===== src/rtl/mdu_pkg.sv =====
// Shared definitions for the multiply/divide sequencer: op codes, FSM states,
// select encodings, counter commands and the counter width helper.
package mdu_pkg;

   typedef enum logic [2:0] {
      OP_NONE = 3'd0,
      OP_MULT = 3'd1,
      OP_DIV  = 3'd2,
      OP_MFHI = 3'd3,
      OP_MFLO = 3'd4,
      OP_MTHI = 3'd5,
      OP_MTLO = 3'd6
   } mdu_op_e;

   typedef enum logic [1:0] {
      IDLE = 2'd0,
      BUSY = 2'd1,
      WAIT = 2'd2
   } mdu_state_e;

   typedef enum logic [1:0] {
      CNT_HOLD = 2'd0,
      CNT_LOAD = 2'd1,
      CNT_DEC  = 2'd2,
      CNT_INC  = 2'd3
   } cnt_cmd_e;

   localparam logic SEL_HIGH = 1'b1;
   localparam logic SEL_LOW  = 1'b0;
   localparam logic MD_MUL   = 1'b0;
   localparam logic MD_DIV   = 1'b1;

   // One counter serves both the latency count-down and the timeout count-up,
   // so it must hold the larger of the two limits.
   function automatic int cnt_width(input int div_cycles, input int timeout);
      int m;
      m = (div_cycles > timeout) ? div_cycles : timeout;
      return $clog2(m + 1);
   endfunction

endpackage


===== src/rtl/mdu_if.sv =====
// Request/strobe bundle between ID-stage decode, the sequencer and the Mul
// datapath. master = decode/datapath side, slave = mdu_ctrl.
interface mdu_if;
   logic       Op_Valid;
   logic [2:0] Op;
   logic       Op_Flush;
   logic       Op_B_Zero;
   logic       MUL_Flag;
   logic       MUL_Start;
   logic       MUL_SelMD;
   logic       MUL_SelHL;
   logic       MUL_Write;
   logic       Stall;
   logic       Rd_Valid;
   logic       Busy;
   logic       Err_DivZero;
   logic       Err_Timeout;

   modport master (
      output Op_Valid, Op, Op_Flush, Op_B_Zero, MUL_Flag,
      input  MUL_Start, MUL_SelMD, MUL_SelHL, MUL_Write, Stall, Rd_Valid,
             Busy, Err_DivZero, Err_Timeout
   );

   modport slave (
      input  Op_Valid, Op, Op_Flush, Op_B_Zero, MUL_Flag,
      output MUL_Start, MUL_SelMD, MUL_SelHL, MUL_Write, Stall, Rd_Valid,
             Busy, Err_DivZero, Err_Timeout
   );
endinterface


===== src/rtl/mdu_lat_counter.sv =====
// Loadable down-counter with a zero flag; also counts up for the timeout
// window so the sequencer needs only one counter register.
module mdu_lat_counter
   import mdu_pkg::*;
#(
   parameter int WIDTH = 7
) (
   input  logic             Clk,
   input  logic             Reset,
   input  cnt_cmd_e         Cmd,
   input  logic [WIDTH-1:0] Load_Val,
   output logic [WIDTH-1:0] Count,
   output logic             Zero
);

   logic [WIDTH-1:0] count_reg;

   // Count register: load, saturating decrement, or increment per command.
   always_ff @(posedge Clk) begin
      if (Reset) begin
         count_reg <= '0;
      end else begin
         case (Cmd)
            CNT_LOAD: count_reg <= Load_Val;
            CNT_DEC:  if (count_reg != '0) count_reg <= count_reg - WIDTH'(1);
            CNT_INC:  count_reg <= count_reg + WIDTH'(1);
            default:  count_reg <= count_reg;
         endcase
      end
   end

   assign Count = count_reg;
   assign Zero  = (count_reg == '0);

endmodule


===== src/rtl/mdu_ctrl.sv =====
// Multiply/divide sequencer: turns decoded MDU ops into Mul strobes, enforces
// the minimum operation latency, stalls ID while busy and flags errors.
module mdu_ctrl
   import mdu_pkg::*;
#(
   parameter int MUL_CYCLES = 4,
   parameter int DIV_CYCLES = 33,
   parameter int TIMEOUT    = 64
) (
   input logic   Clk,
   input logic   Reset,
   mdu_if.slave  bus
);

   localparam int            CW       = cnt_width(DIV_CYCLES, TIMEOUT);
   localparam logic [CW-1:0] MUL_LOAD = CW'(MUL_CYCLES - 1);
   localparam logic [CW-1:0] DIV_LOAD = CW'(DIV_CYCLES - 1);
   localparam logic [CW-1:0] TO_LAST  = CW'(TIMEOUT - 1);

   mdu_state_e    state_reg;
   logic          start_reg;
   logic          sel_md_reg;
   logic          sel_hl_reg;
   logic          write_reg;
   logic          div_zero_reg;
   logic          timeout_reg;

   cnt_cmd_e      cnt_cmd;
   logic [CW-1:0] cnt_load;
   logic [CW-1:0] cnt_val;
   logic          cnt_zero;

   logic          req;
   logic          idle;
   logic          is_mf;
   logic          issue_mul;
   logic          issue_div;
   logic          timeout_hit;

   assign req         = bus.Op_Valid && !bus.Op_Flush && (bus.Op != OP_NONE);
   assign idle        = (state_reg == IDLE);
   assign is_mf       = (bus.Op == OP_MFHI) || (bus.Op == OP_MFLO);
   assign issue_mul   = idle && req && (bus.Op == OP_MULT);
   assign issue_div   = idle && req && (bus.Op == OP_DIV) && !bus.Op_B_Zero;
   // The timeout fires on the cycle whose increment would reach TIMEOUT.
   assign timeout_hit = (state_reg == WAIT) && !bus.MUL_Flag && (cnt_val == TO_LAST);

   mdu_lat_counter #(.WIDTH(CW)) u_cnt (
      .Clk      (Clk),
      .Reset    (Reset),
      .Cmd      (cnt_cmd),
      .Load_Val (cnt_load),
      .Count    (cnt_val),
      .Zero     (cnt_zero)
   );

   // Counter control: load latency on issue, count down in BUSY, count up in
   // WAIT, and clear on leaving WAIT so IDLE always sees a zero counter.
   always_comb begin
      cnt_cmd  = CNT_HOLD;
      cnt_load = '0;
      case (state_reg)
         IDLE: begin
            if (issue_mul) begin
               cnt_cmd  = CNT_LOAD;
               cnt_load = MUL_LOAD;
            end else if (issue_div) begin
               cnt_cmd  = CNT_LOAD;
               cnt_load = DIV_LOAD;
            end
         end
         BUSY: begin
            if (!cnt_zero) cnt_cmd = CNT_DEC;
         end
         WAIT: begin
            if (bus.MUL_Flag || timeout_hit) cnt_cmd = CNT_LOAD;
            else                             cnt_cmd = CNT_INC;
         end
         default: cnt_cmd = CNT_HOLD;
      endcase
   end

   // Sequencer FSM with registered strobes; one-cycle strobes default low.
   always_ff @(posedge Clk) begin
      if (Reset) begin
         state_reg    <= IDLE;
         start_reg    <= 1'b0;
         sel_md_reg   <= MD_MUL;
         sel_hl_reg   <= SEL_LOW;
         write_reg    <= 1'b0;
         div_zero_reg <= 1'b0;
         timeout_reg  <= 1'b0;
      end else begin
         start_reg    <= 1'b0;
         write_reg    <= 1'b0;
         div_zero_reg <= 1'b0;
         case (state_reg)
            IDLE: begin
               if (req) begin
                  case (bus.Op)
                     OP_MULT: begin
                        start_reg  <= 1'b1;
                        sel_md_reg <= MD_MUL;
                        state_reg  <= BUSY;
                     end
                     OP_DIV: begin
                        if (bus.Op_B_Zero) begin
                           div_zero_reg <= 1'b1;
                        end else begin
                           start_reg  <= 1'b1;
                           sel_md_reg <= MD_DIV;
                           state_reg  <= BUSY;
                        end
                     end
                     OP_MTHI: begin
                        write_reg  <= 1'b1;
                        sel_hl_reg <= SEL_HIGH;
                     end
                     OP_MTLO: begin
                        write_reg  <= 1'b1;
                        sel_hl_reg <= SEL_LOW;
                     end
                     default: ;
                  endcase
               end
            end
            BUSY: begin
               if (cnt_zero) begin
                  if (bus.MUL_Flag) state_reg <= IDLE;
                  else              state_reg <= WAIT;
               end
            end
            WAIT: begin
               if (bus.MUL_Flag) begin
                  state_reg <= IDLE;
               end else if (timeout_hit) begin
                  timeout_reg <= 1'b1;
                  state_reg   <= IDLE;
               end
            end
            default: state_reg <= IDLE;
         endcase
      end
   end

   assign bus.MUL_Start   = start_reg;
   assign bus.MUL_SelMD   = sel_md_reg;
   // An accepted MF read steers HI/LO directly; otherwise hold the last MT select.
   assign bus.MUL_SelHL   = (idle && req && is_mf) ? (bus.Op == OP_MFHI) : sel_hl_reg;
   assign bus.MUL_Write   = write_reg;
   assign bus.Stall       = req && !idle;
   assign bus.Rd_Valid    = idle && req && is_mf && bus.MUL_Flag;
   // The start cycle is excluded so Busy and MUL_Start never overlap.
   assign bus.Busy        = !idle && !start_reg;
   assign bus.Err_DivZero = div_zero_reg;
   assign bus.Err_Timeout = timeout_reg;

endmodule


===== src/flat_wrapper.sv =====
// flat-port wrapper written by rule: the top's interface ports become plain ports
module mdu_ctrl_flat import mdu_pkg::*;
#(
   parameter int MUL_CYCLES = 4,
   parameter int DIV_CYCLES = 33,
   parameter int TIMEOUT    = 64
)
  (Clk, Reset, bus_Op_Valid, bus_Op, bus_Op_Flush, bus_Op_B_Zero, bus_MUL_Flag, bus_MUL_Start, bus_MUL_SelMD, bus_MUL_SelHL, bus_MUL_Write, bus_Stall, bus_Rd_Valid, bus_Busy, bus_Err_DivZero, bus_Err_Timeout);
  mdu_if bus_i ();
  input logic Clk;
  input logic Reset;
  input wire logic [$bits(bus_i.Op_Valid)-1:0] bus_Op_Valid;
  input wire logic [$bits(bus_i.Op)-1:0] bus_Op;
  input wire logic [$bits(bus_i.Op_Flush)-1:0] bus_Op_Flush;
  input wire logic [$bits(bus_i.Op_B_Zero)-1:0] bus_Op_B_Zero;
  input wire logic [$bits(bus_i.MUL_Flag)-1:0] bus_MUL_Flag;
  output wire logic [$bits(bus_i.MUL_Start)-1:0] bus_MUL_Start;
  output wire logic [$bits(bus_i.MUL_SelMD)-1:0] bus_MUL_SelMD;
  output wire logic [$bits(bus_i.MUL_SelHL)-1:0] bus_MUL_SelHL;
  output wire logic [$bits(bus_i.MUL_Write)-1:0] bus_MUL_Write;
  output wire logic [$bits(bus_i.Stall)-1:0] bus_Stall;
  output wire logic [$bits(bus_i.Rd_Valid)-1:0] bus_Rd_Valid;
  output wire logic [$bits(bus_i.Busy)-1:0] bus_Busy;
  output wire logic [$bits(bus_i.Err_DivZero)-1:0] bus_Err_DivZero;
  output wire logic [$bits(bus_i.Err_Timeout)-1:0] bus_Err_Timeout;
  assign bus_i.Op_Valid = bus_Op_Valid;
  assign bus_i.Op = bus_Op;
  assign bus_i.Op_Flush = bus_Op_Flush;
  assign bus_i.Op_B_Zero = bus_Op_B_Zero;
  assign bus_i.MUL_Flag = bus_MUL_Flag;
  assign bus_MUL_Start = bus_i.MUL_Start;
  assign bus_MUL_SelMD = bus_i.MUL_SelMD;
  assign bus_MUL_SelHL = bus_i.MUL_SelHL;
  assign bus_MUL_Write = bus_i.MUL_Write;
  assign bus_Stall = bus_i.Stall;
  assign bus_Rd_Valid = bus_i.Rd_Valid;
  assign bus_Busy = bus_i.Busy;
  assign bus_Err_DivZero = bus_i.Err_DivZero;
  assign bus_Err_Timeout = bus_i.Err_Timeout;
  mdu_ctrl #(.MUL_CYCLES(MUL_CYCLES), .DIV_CYCLES(DIV_CYCLES), .TIMEOUT(TIMEOUT)) u_core (.Clk(Clk), .Reset(Reset), .bus(bus_i));
endmodule

===== config.mk =====
export PLATFORM = sky130hd
export DESIGN_NAME = mdu_ctrl_flat
export DESIGN_NICKNAME = d
export VERILOG_FILES = /design/src/rtl/mdu_pkg.sv /design/src/rtl/mdu_if.sv /design/src/rtl/mdu_lat_counter.sv /design/src/rtl/mdu_ctrl.sv /design/src/flat_wrapper.sv
export SDC_FILE = /design/constraint.sdc
export NUM_CORES = 1
export LEC_CHECK = 0
export ABC_AREA = 0
export CELL_PAD_IN_SITES_DETAIL_PLACEMENT = 0
export CELL_PAD_IN_SITES_GLOBAL_PLACEMENT = 2
export CORE_ASPECT_RATIO = 0.6
export CORE_MARGIN = 3
export CORE_UTILIZATION = 32
export DETAILED_ROUTE_END_ITERATION = 10
export PLACE_DENSITY = 0.88
export SKIP_LAST_GASP = 1
export SLEW_MARGIN = 0
export SYNTH_ARGS = -nofsm -noshare
export SYNTH_HDL_FRONTEND = slang
export SYNTH_SLANG_ARGS = --single-unit
export TNS_END_PERCENT = 10

===== constraint.sdc =====
create_clock -name Clk -period 5.8 [get_ports Clk]
set_clock_uncertainty 0.2 [all_clocks]
set_input_delay 1.16 -clock Clk [delete_from_list [all_inputs] [get_ports Clk]]
set_output_delay 1.16 -clock Clk [all_outputs]
set_load 0.02 [all_outputs]

; ---- Yosys cells after proc, flatten, opt, wreduce, memory -nomap -nowiden
; Cells that the tools add are included.
[word_totals]
regBits = 15
input_bits = 9
wordCells = 93
output_inout_bits = 9
[classes]
bitwise = 4
n_addsub = 2
eq_ne = 19
reduce_logical = 34
n_mux = 26
[op_table]
columns = operator, n
row1 = $mux 7, 3
row2 = $pmux 7 s3, 1
row3 = $mux 2, 9
row4 = $logic_and 1x1->1, 12
row5 = $pmux 2 s3, 2
row6 = $eq 3x3->1 const B, 3
row7 = $add 7x1->7 const B, 1
row8 = $eq 7x6->1 const B, 1
row9 = $logic_not 7->1, 1
row10 = $reduce_bool 7->1, 1
row11 = $sub 7x1->7 const B, 1
row12 = $eq 2x2->1 const B, 3
row13 = $eq 3x2->1 const B, 2
row14 = $mux 1, 6
row15 = $mux 6, 1
row16 = $ne 3x3->1 const B, 2
row17 = $pmux 1 s2, 3
row18 = $reduce_and 3->1, 2
row19 = $reduce_bool 3->1, 2
row20 = $logic_not 1->1, 5
row21 = $reduce_and 5->1, 1
row22 = $eq 2x1->1 const B, 2
row23 = $ne 2x1->1 const B, 2
row24 = $ne 2x2->1 const B, 2
row25 = 12 further kinds, 17

; ---- Longest topological paths before layout
; Gate-level depths: netlist of the first run.
[depth]
depth_word = 12
mapped_depth = 9
mapped_depth_nobuf = 9

; ---- Modules after synthesis
; Synthesis of the first run repeated with hierarchy kept, for this count alone.
[unflattened]
hier_cells = 130
hier_area_um2 = 1123.6
[modules_own_cells]
columns = module, cells_each, area_each_um2, seq_area_each_um2, instances
row1 = mdu_lat_counter, 69, 639.4, 140.1, 1
row2 = mdu_ctrl, 61, 484.2, 160.2, 1

; ---- Least setup slack after synthesis of the first run
; No wires, ideal clock.
[synth_timing]
path_type = input port to output port
startpoint = in bus_Op[2]
endpoint = out bus_Stall
required_time_ps = 4440
n_path_buf = 1
path_stages = 3
t_arrival_ps = 2271
slack_ps = 2169
cell_sequence = clkbuf_1 -> nor3_1 -> nor4b_1
[synth_via]
elab_chain_cells = 3
[synth_rtl]
columns = item, line
row1 = start: declaration, flat_wrapper.sv:13  ; input wire logic [$bits(bus_i.Op)-1:0] bus_Op;
row2 = $reduce_bool 3->1, mdu_ctrl.sv:40  ; assign req = bus.Op_Valid && !bus.Op_Flush && (bus.Op != OP_NONE);
row3 = $logic_and 1x1->1, mdu_ctrl.sv:40
row4 = $logic_and 1x1->1, mdu_ctrl.sv:151  ; assign bus.Stall = req && !idle;
row5 = end: declaration, flat_wrapper.sv:21  ; output wire logic [$bits(bus_i.Stall)-1:0] bus_Stall;
; Every way passes these cells.

; ---- Worst setup path in the final report of the first run
[layout_timing]
startpoint = in bus_Op_Flush
endpoint = out bus_MUL_SelHL
[layout_via]
elab_chain_cells = 6
[layout_rtl]
columns = item, line
row1 = start: declaration, flat_wrapper.sv:14  ; input wire logic [$bits(bus_i.Op_Flush)-1:0] bus_Op_Flush;
row2 = $logic_not 1->1, mdu_ctrl.sv:40
row3 = $logic_and 1x1->1 (2 in a row), mdu_ctrl.sv:40
row4 = $logic_and 1x1->1 (2 in a row), mdu_ctrl.sv:149  ; assign bus.MUL_SelHL = (idle && req && is_mf) ? (bus.Op == OP_MFHI) : sel_hl_reg;
row5 = $mux 1, mdu_ctrl.sv:149
row6 = end: declaration, flat_wrapper.sv:19  ; output wire logic [$bits(bus_i.MUL_SelHL)-1:0] bus_MUL_SelHL;
; Every way passes these cells.

==> impl_metrics.tcl, run 1 <==
set metrics [dict create \
    std_cell_rows 14 \
    fp.dieArea_sq_mm 0.00381 \
    postSynthCellCount 118 \
    largest_fanout_of_any_net_on_the_critical_path 6 \
    floorplan.initialDensity_pct 36.4 \
    mapped_nets 135 \
    post_synth_mux_area_share_pct 3.04 \
    slew_viol_final 0 \
    ctsLongestPathBuffers 2 \
    synth-main-ff-cell "dfxtp_1" \
    hold_bufs_at_cts 0 \
    synth.cells.most_frequent "15 x dfxtp_1, 11 x nand2_1, 10 x nor2_1" \
    post_synth_fa_ha_maj_area_fraction_pct 10.9 \
    drive_gt1_share_pct 8.21 \
    insertedDiodeCount 0 \
    worst_path_dominant_cell_family "buffers and inverters" \
    rsz0062_at_grt "false" \
    nNetsFinal 152 \
    tritoncts.num_buffers 3 \
    routed_wire_length_per_instance_um 13.2 \
    flip_flop_count_of_the_largest_register_after_layout 7 \
    floorplan.io_pins 18 \
    residual_overflow_from_global_routing 0 \
    synth_top_family_by_area "simple AND/OR/NAND/NOR gates" \
    start_kind "input port" \
    synth_area_sq_um 988 \
    sequence_of_cells_on_the_critical_path "clkdlybuf4s50_1, nor4b_2, a31oi_1, o21ai_0, clkdlybuf4s50_1" \
    setup_total_negative_slack_ps 0 \
    yosysUniqueCellTypes 39 \
    synth_top_cells_by_area "dfxtp_1 30%, ha_1 8.9%, nand2_1 4.2%" \
    grtUsageTotal_pct 12.7 \
    ir_worst_vdd_mv 0.115 \
    final.fill_count 273 \
    cts.sink_count 15 \
    final_hold_viol_count 0 \
    portBuffers 17 \
    cts.clk_slew.worst_paths_ps 60 \
    max_slew_margin_pct 61.7 \
    area.growth.synth_to_final_pct 24.7 \
    crit_slowest_cell "clkdlybuf4s50_1" \
    die_w_um 77.8 \
    transition_time_of_the_tightest_slew_check_pin_ps 572 \
    yosys_register_bits 15 \
    worstSetupPathType "in -> out" \
    detail_route.vias_per_cell 5.07 \
    placed_area_sq_mm 0.00119 \
    clk-insertion-delay-late_ps 250 \
    async_flop_share_pct 0 \
    end_kind "output pin" \
    ys_seq_area_share_pct 30.4 \
    die_height_um 49.1 \
    number_of_synthesized_flops_with_an_enable_pin 0 \
    fmax_mhz 229 \
    crit_path_max_incr_delay_ps 620 \
    vias_in_the_first_global_route 771 \
    post_layout_nonfiller_instances 174 \
    worstPathRequired_ps 4440 \
    detail_route.iter0.violations 82 \
    ctsResizeCount 0 \
    worstPathArrival_ps 3000 \
    postSynthAreaPerCell_sq_um 8.38 \
    max-cap-violations 0 \
    placed_cells 170 \
    cp_common_cell "clkdlybuf4s50_1" \
    cts_root_buf "clkbuf_8" \
    timing.hold.worst.class "reg -> reg" \
    min_clock_period_post_route_ps 4360 \
    finalSetupViolations 0 \
    synthDominantCellAreaShare_pct 30.4 \
    leakage_uw 0.000436 \
    synth_largest_area_cell "dfxtp_1" \
    post_cts_buffers 0 \
    first_pass_grt_wire_length_mm 3.87 \
    status "finished clean" \
    synthXorXnorAreaFrac_pct 4.43 \
    synth_compound_area_share_pct 18.5 \
    detail_route.first_pass.iterations 4 \
    clock_tree.htree_level_count 1 \
    tritoncts "yes" \
    power_density_mw_per_mm2 184 \
    dr_total_vias 883 \
    antenna_violating_nets_post_route 0 \
    yosys_warnings 0 \
    core_area_sq_mm 0.00272 \
    finalWeightedCongestion 0.765 \
    maximum_number_of_pins_on_one_net_before_global_route_repair 16 \
    synth-simple-area-share_pct 29.4 \
    timing.critical_path.buf_inv 2 \
    post-dp-hpwl_mm 1.78 \
    initial_antenna_violation_count 0 \
    synth_most_common_cell "dfxtp_1" \
    route.detailed.drc 0 \
    final.period_utilization_pct 75.2 \
    routed_wirelength_mm 2.30 \
    postLayoutCellArea_sq_mm 0.00123 \
]
## tightest hold or removal path: cells and delay by family, from the launching register on
kind | cells | cell delay, ps
flip-flops | 1 | 330
AND/OR/NAND/NOR | 1 | 60
AO/OA/AOI/OAI | 1 | 40
## cells in the final DEF (no fill, tap or decap), drive strengths merged, types with 5 or more instances in the layout
cell type,netlist,final
a21oi,7,7
a31oi,6,6
clkdlybuf4s50,0,17
dfxtp,15,15
ha,7,7
nand2,11,11
nor2,10,10
nor3,9,9
o21ai,5,5
## per-layer routing
metal	wire length, um	GRT usage (%)	up-vias
met4	8	2.66	0
met2	843	14.3	17
met1	1350	21.4	409
met3	98	4.24	2
li1	-	-	455
met5	0	0	-
## path summary, 6_finish.rpt
| path | start | endpoint | slack (ps) | cells past startpoint |
|---|---|---|---|---|
| worst min register to register | u_core.bus.Err_Timeout | u_core.bus.Err_Timeout | 260 | 2 |
| worst max-delay path | bus_Op_Flush | bus_MUL_SelHL | 1440 | 5 |
| worst max register to register | u_core.state_reg[1] | u_core.u_cnt.Count[6] | 2980 | 9 |
| worst min-delay path | u_core.bus.Err_Timeout | u_core.bus.Err_Timeout | 260 | 2 |
## kinds of logic (layout without fill, tap and decap cells)
family          Yosys count  in the layout
simple gates             52             52
xor+xnor                  5              5
compound gates           27             27
mux                       3              3
buf+inv                   8             24
flops                    15             15
fa+ha+maj                 8              8
## through the flow
stage	hold WS (ps)	setup slack [ps]	total power [uW]	utilization [%]
6_report	263	1440	226	45.4
4_1_cts	277	1410	228	45.4
3_3_place_gp	249	1470	143	43.7
5_1_grt	296	1170	237	45.4
2_1_floorplan	267	2170	130	-
3_5_place_dp	264	1430	143	43.7
## cell type report
class                           count  area (sq um)  area share, %
Clock buffer                        3          41.3           3.35
Clock inverter                      1          5.00          0.406
Sequential cell                    15           300           24.4
Tap cell                           40          50.0           4.06
Multi-Input combinational cell     95           654           53.1
Timing Repair Buffer               17           170           13.8
Inverter                            3          11.3          0.914
## report_power, final
part,leakage (uW),internal (uW),switching [uW]
clock network,0.0000255,47.5,37.7
logic,0.000290,16.4,17.9
registers,0.000121,105,1.92
Power figures use the tool's default switching activity.
==> run 2: changes to the inputs <==
- CORE_UTILIZATION: 32 -> 27
- PLACE_DENSITY: 0.88 -> 0.8
- clock period: 5.8 -> 4 ns (I/O delays scaled with it)
==> run 2 against run 1 <==
Net effect:
- final area increased by 1.6%
- combinational power rose by 51%
- via count fell by 0.68%
- count of clock-buffer cells in the layout is 1 higher
- utilization fell by 8.4 points
- hold slack better by 24 ps
- clock power increased by 44%
- flip-flop and latch count did not move
- total power increased by 45%
- setup slack lost 1000 ps
- cell count increased by 4.0%
- global-route usage is 0.73 points lower
- critical path type unchanged
- largest cell class unchanged
==> impl_metrics.tcl, run 2 (synthesis results as in run 1) <==
set metrics [dict create \
    status "finished clean" \
    min_clock_period_post_route_ps 3600 \
    grtUsageTotal_pct 12.0 \
    clock_tree.htree_level_count 1 \
    std_cell_rows 16 \
    core_area_sq_mm 0.00338 \
    portBuffers 17 \
    cts_root_buf "clkbuf_8" \
    postLayoutCellArea_sq_mm 0.00125 \
    detail_route.vias_per_cell 4.85 \
    floorplan.io_pins 18 \
    sequence_of_cells_on_the_critical_path "clkdlybuf4s50_1, nor2_1, nand2_1, o21ai_0, and3_1, clkdlybuf4s50_1" \
    initial_antenna_violation_count 0 \
    antenna_violating_nets_post_route 0 \
    fp.dieArea_sq_mm 0.00445 \
    worstPathRequired_ps 3000 \
    ctsLongestPathBuffers 2 \
    max-cap-violations 0 \
    rsz0062_at_grt "false" \
    detail_route.iter0.violations 28 \
    die_height_um 52.9 \
    post-dp-hpwl_mm 1.93 \
    end_kind "output pin" \
    final_hold_viol_count 0 \
    setup_total_negative_slack_ps 0 \
    clk-insertion-delay-late_ps 240 \
    final_common_cell "clkdlybuf4s50_1" \
    dr_total_vias 877 \
    area.growth.synth_to_final_pct 26.7 \
    timing.hold.worst.class "reg -> reg" \
    insertedDiodeCount 0 \
    grtUsageMet3_pct 4.20 \
    cp_common_cell "clkdlybuf4s50_1" \
    ctsResizeCount 0 \
    post_cts_buffers 0 \
    drive_gt1_share_pct 8.82 \
    cell_internal_pwr_uw 247 \
    route.detailed.drc 0 \
    ir_worst_vdd_mv 0.110 \
    leakage_uw 0.000443 \
    reg2reg_slack_ps 1330 \
    worstPathArrival_ps 2600 \
    placed_area_sq_mm 0.00121 \
    crit_path_max_incr_delay_ps 630 \
    die_w_um 84.1 \
    routed_wirelength_mm 2.51 \
    final.fill_count 358 \
    use_met1_pct 17.5 \
    power_density_mw_per_mm2 263 \
    tritoncts.num_buffers 3 \
    finalWeightedCongestion 0.763 \
    routed_wire_length_per_instance_um 13.9 \
    power_switching_uw 82.2 \
    power.share.sequential_pct 47.0 \
    cts.clk_slew.worst_paths_ps 60 \
    tritoncts "yes" \
    most-common-layout-cells "17 x clkdlybuf4s50_1, 15 x dfxtp_1, 11 x nand2_1, 10 x nor2_1, 8 x nor3_1" \
    finalSetupViolations 0 \
    finalHoldWorstSlack_ps 288 \
    slew_viol_final 0 \
    cts.sink_count 15 \
    crit_slowest_cell "clkdlybuf4s50_1" \
    nNetsFinal 154 \
    hold_bufs_at_cts 0 \
    fmax_mhz 278 \
    power.clock.fraction_pct 37.2 \
    maximum_number_of_pins_on_one_net_before_global_route_repair 16 \
    vias_in_the_first_global_route 855 \
    detail_route.first_pass.iterations 4 \
    worstSetupPathType "in -> out" \
    p_sw_share_pct 25.0 \
    flip_flop_count_of_the_largest_register_after_layout 7 \
    first_pass_grt_wire_length_mm 4.13 \
    global_route.usage.met2_pct 17.1 \
    transition_time_of_the_tightest_slew_check_pin_ps 579 \
    max_slew_margin_pct 61.3 \
    combinationalPowerShare_pct 15.8 \
    start_kind "input port" \
    floorplan.initialDensity_pct 29.2 \
    residual_overflow_from_global_routing 0 \
    largest_fanout_of_any_net_on_the_critical_path 12 \
    grt.busiest_layer "met1" \
    final.period_utilization_pct 89.9 \
]
[run 2: power groups by stage]
| stage | combinational (uW) | sequential, uW | clock (uW) |
|---|---|---|---|
| 2_1_floorplan | 30.9 | 158 | 0 |
| 3_3_place_gp | 51.5 | 158 | 0 |
| 3_5_place_dp | 51.7 | 158 | 0 |
| 4_1_cts | 52.2 | 155 | 130 |
| 5_1_grt | 56.6 | 155 | 135 |
| 6_report | 52.0 | 155 | 123 |
[run 2: final cells by class]
| type | count | area (sq um) | share of cell area (%) |
|---|---|---|---|
| Multi-Input combinational cell | 95 | 654 | 52.2 |
| Inverter | 3 | 11.3 | 0.899 |
| Sequential cell | 15 | 300 | 24.0 |
| Clock buffer | 4 | 45.0 | 3.60 |
| Timing Repair Buffer | 19 | 185 | 14.8 |
| Tap cell | 45 | 56.3 | 4.50 |
[run 2: final timing paths]
| path | startpoint | to | cells after the start |
|---|---|---|---|
| setup / recovery | bus_Op[0] | bus_Rd_Valid | 6 |
| hold / removal | u_core.bus.MUL_SelMD | u_core.bus.MUL_SelMD | 2 |
| setup reg to reg | u_core.state_reg[1] | u_core.u_cnt.Count[6] | 9 |
| hold reg to reg | u_core.bus.MUL_SelMD | u_core.bus.MUL_SelMD | 2 |
[run 2: worst max-delay path, delay by kind of cell]
family	cells	cell delay (ps)
buf+inv	2	1240
simple gates	3	480
compound gates	1	80
[run 2: per-layer routing]
layer	routed length (um)	share of wire, %
met5	0	0
met4	18	0.72
met3	132	5.3
met2	989	39
met1	1370	55
[run 2: through the flow]
stage          instances  total power [uW]  utilization [%]  setup slack (ps)
2_1_floorplan        118               189                -              1090
3_3_place_gp         177               209             35.7               402
3_5_place_dp         177               210             35.7               404
4_1_cts              181               336             37.0               401
5_1_grt              181               346             37.0               277
6_report             181               329             37.0               402
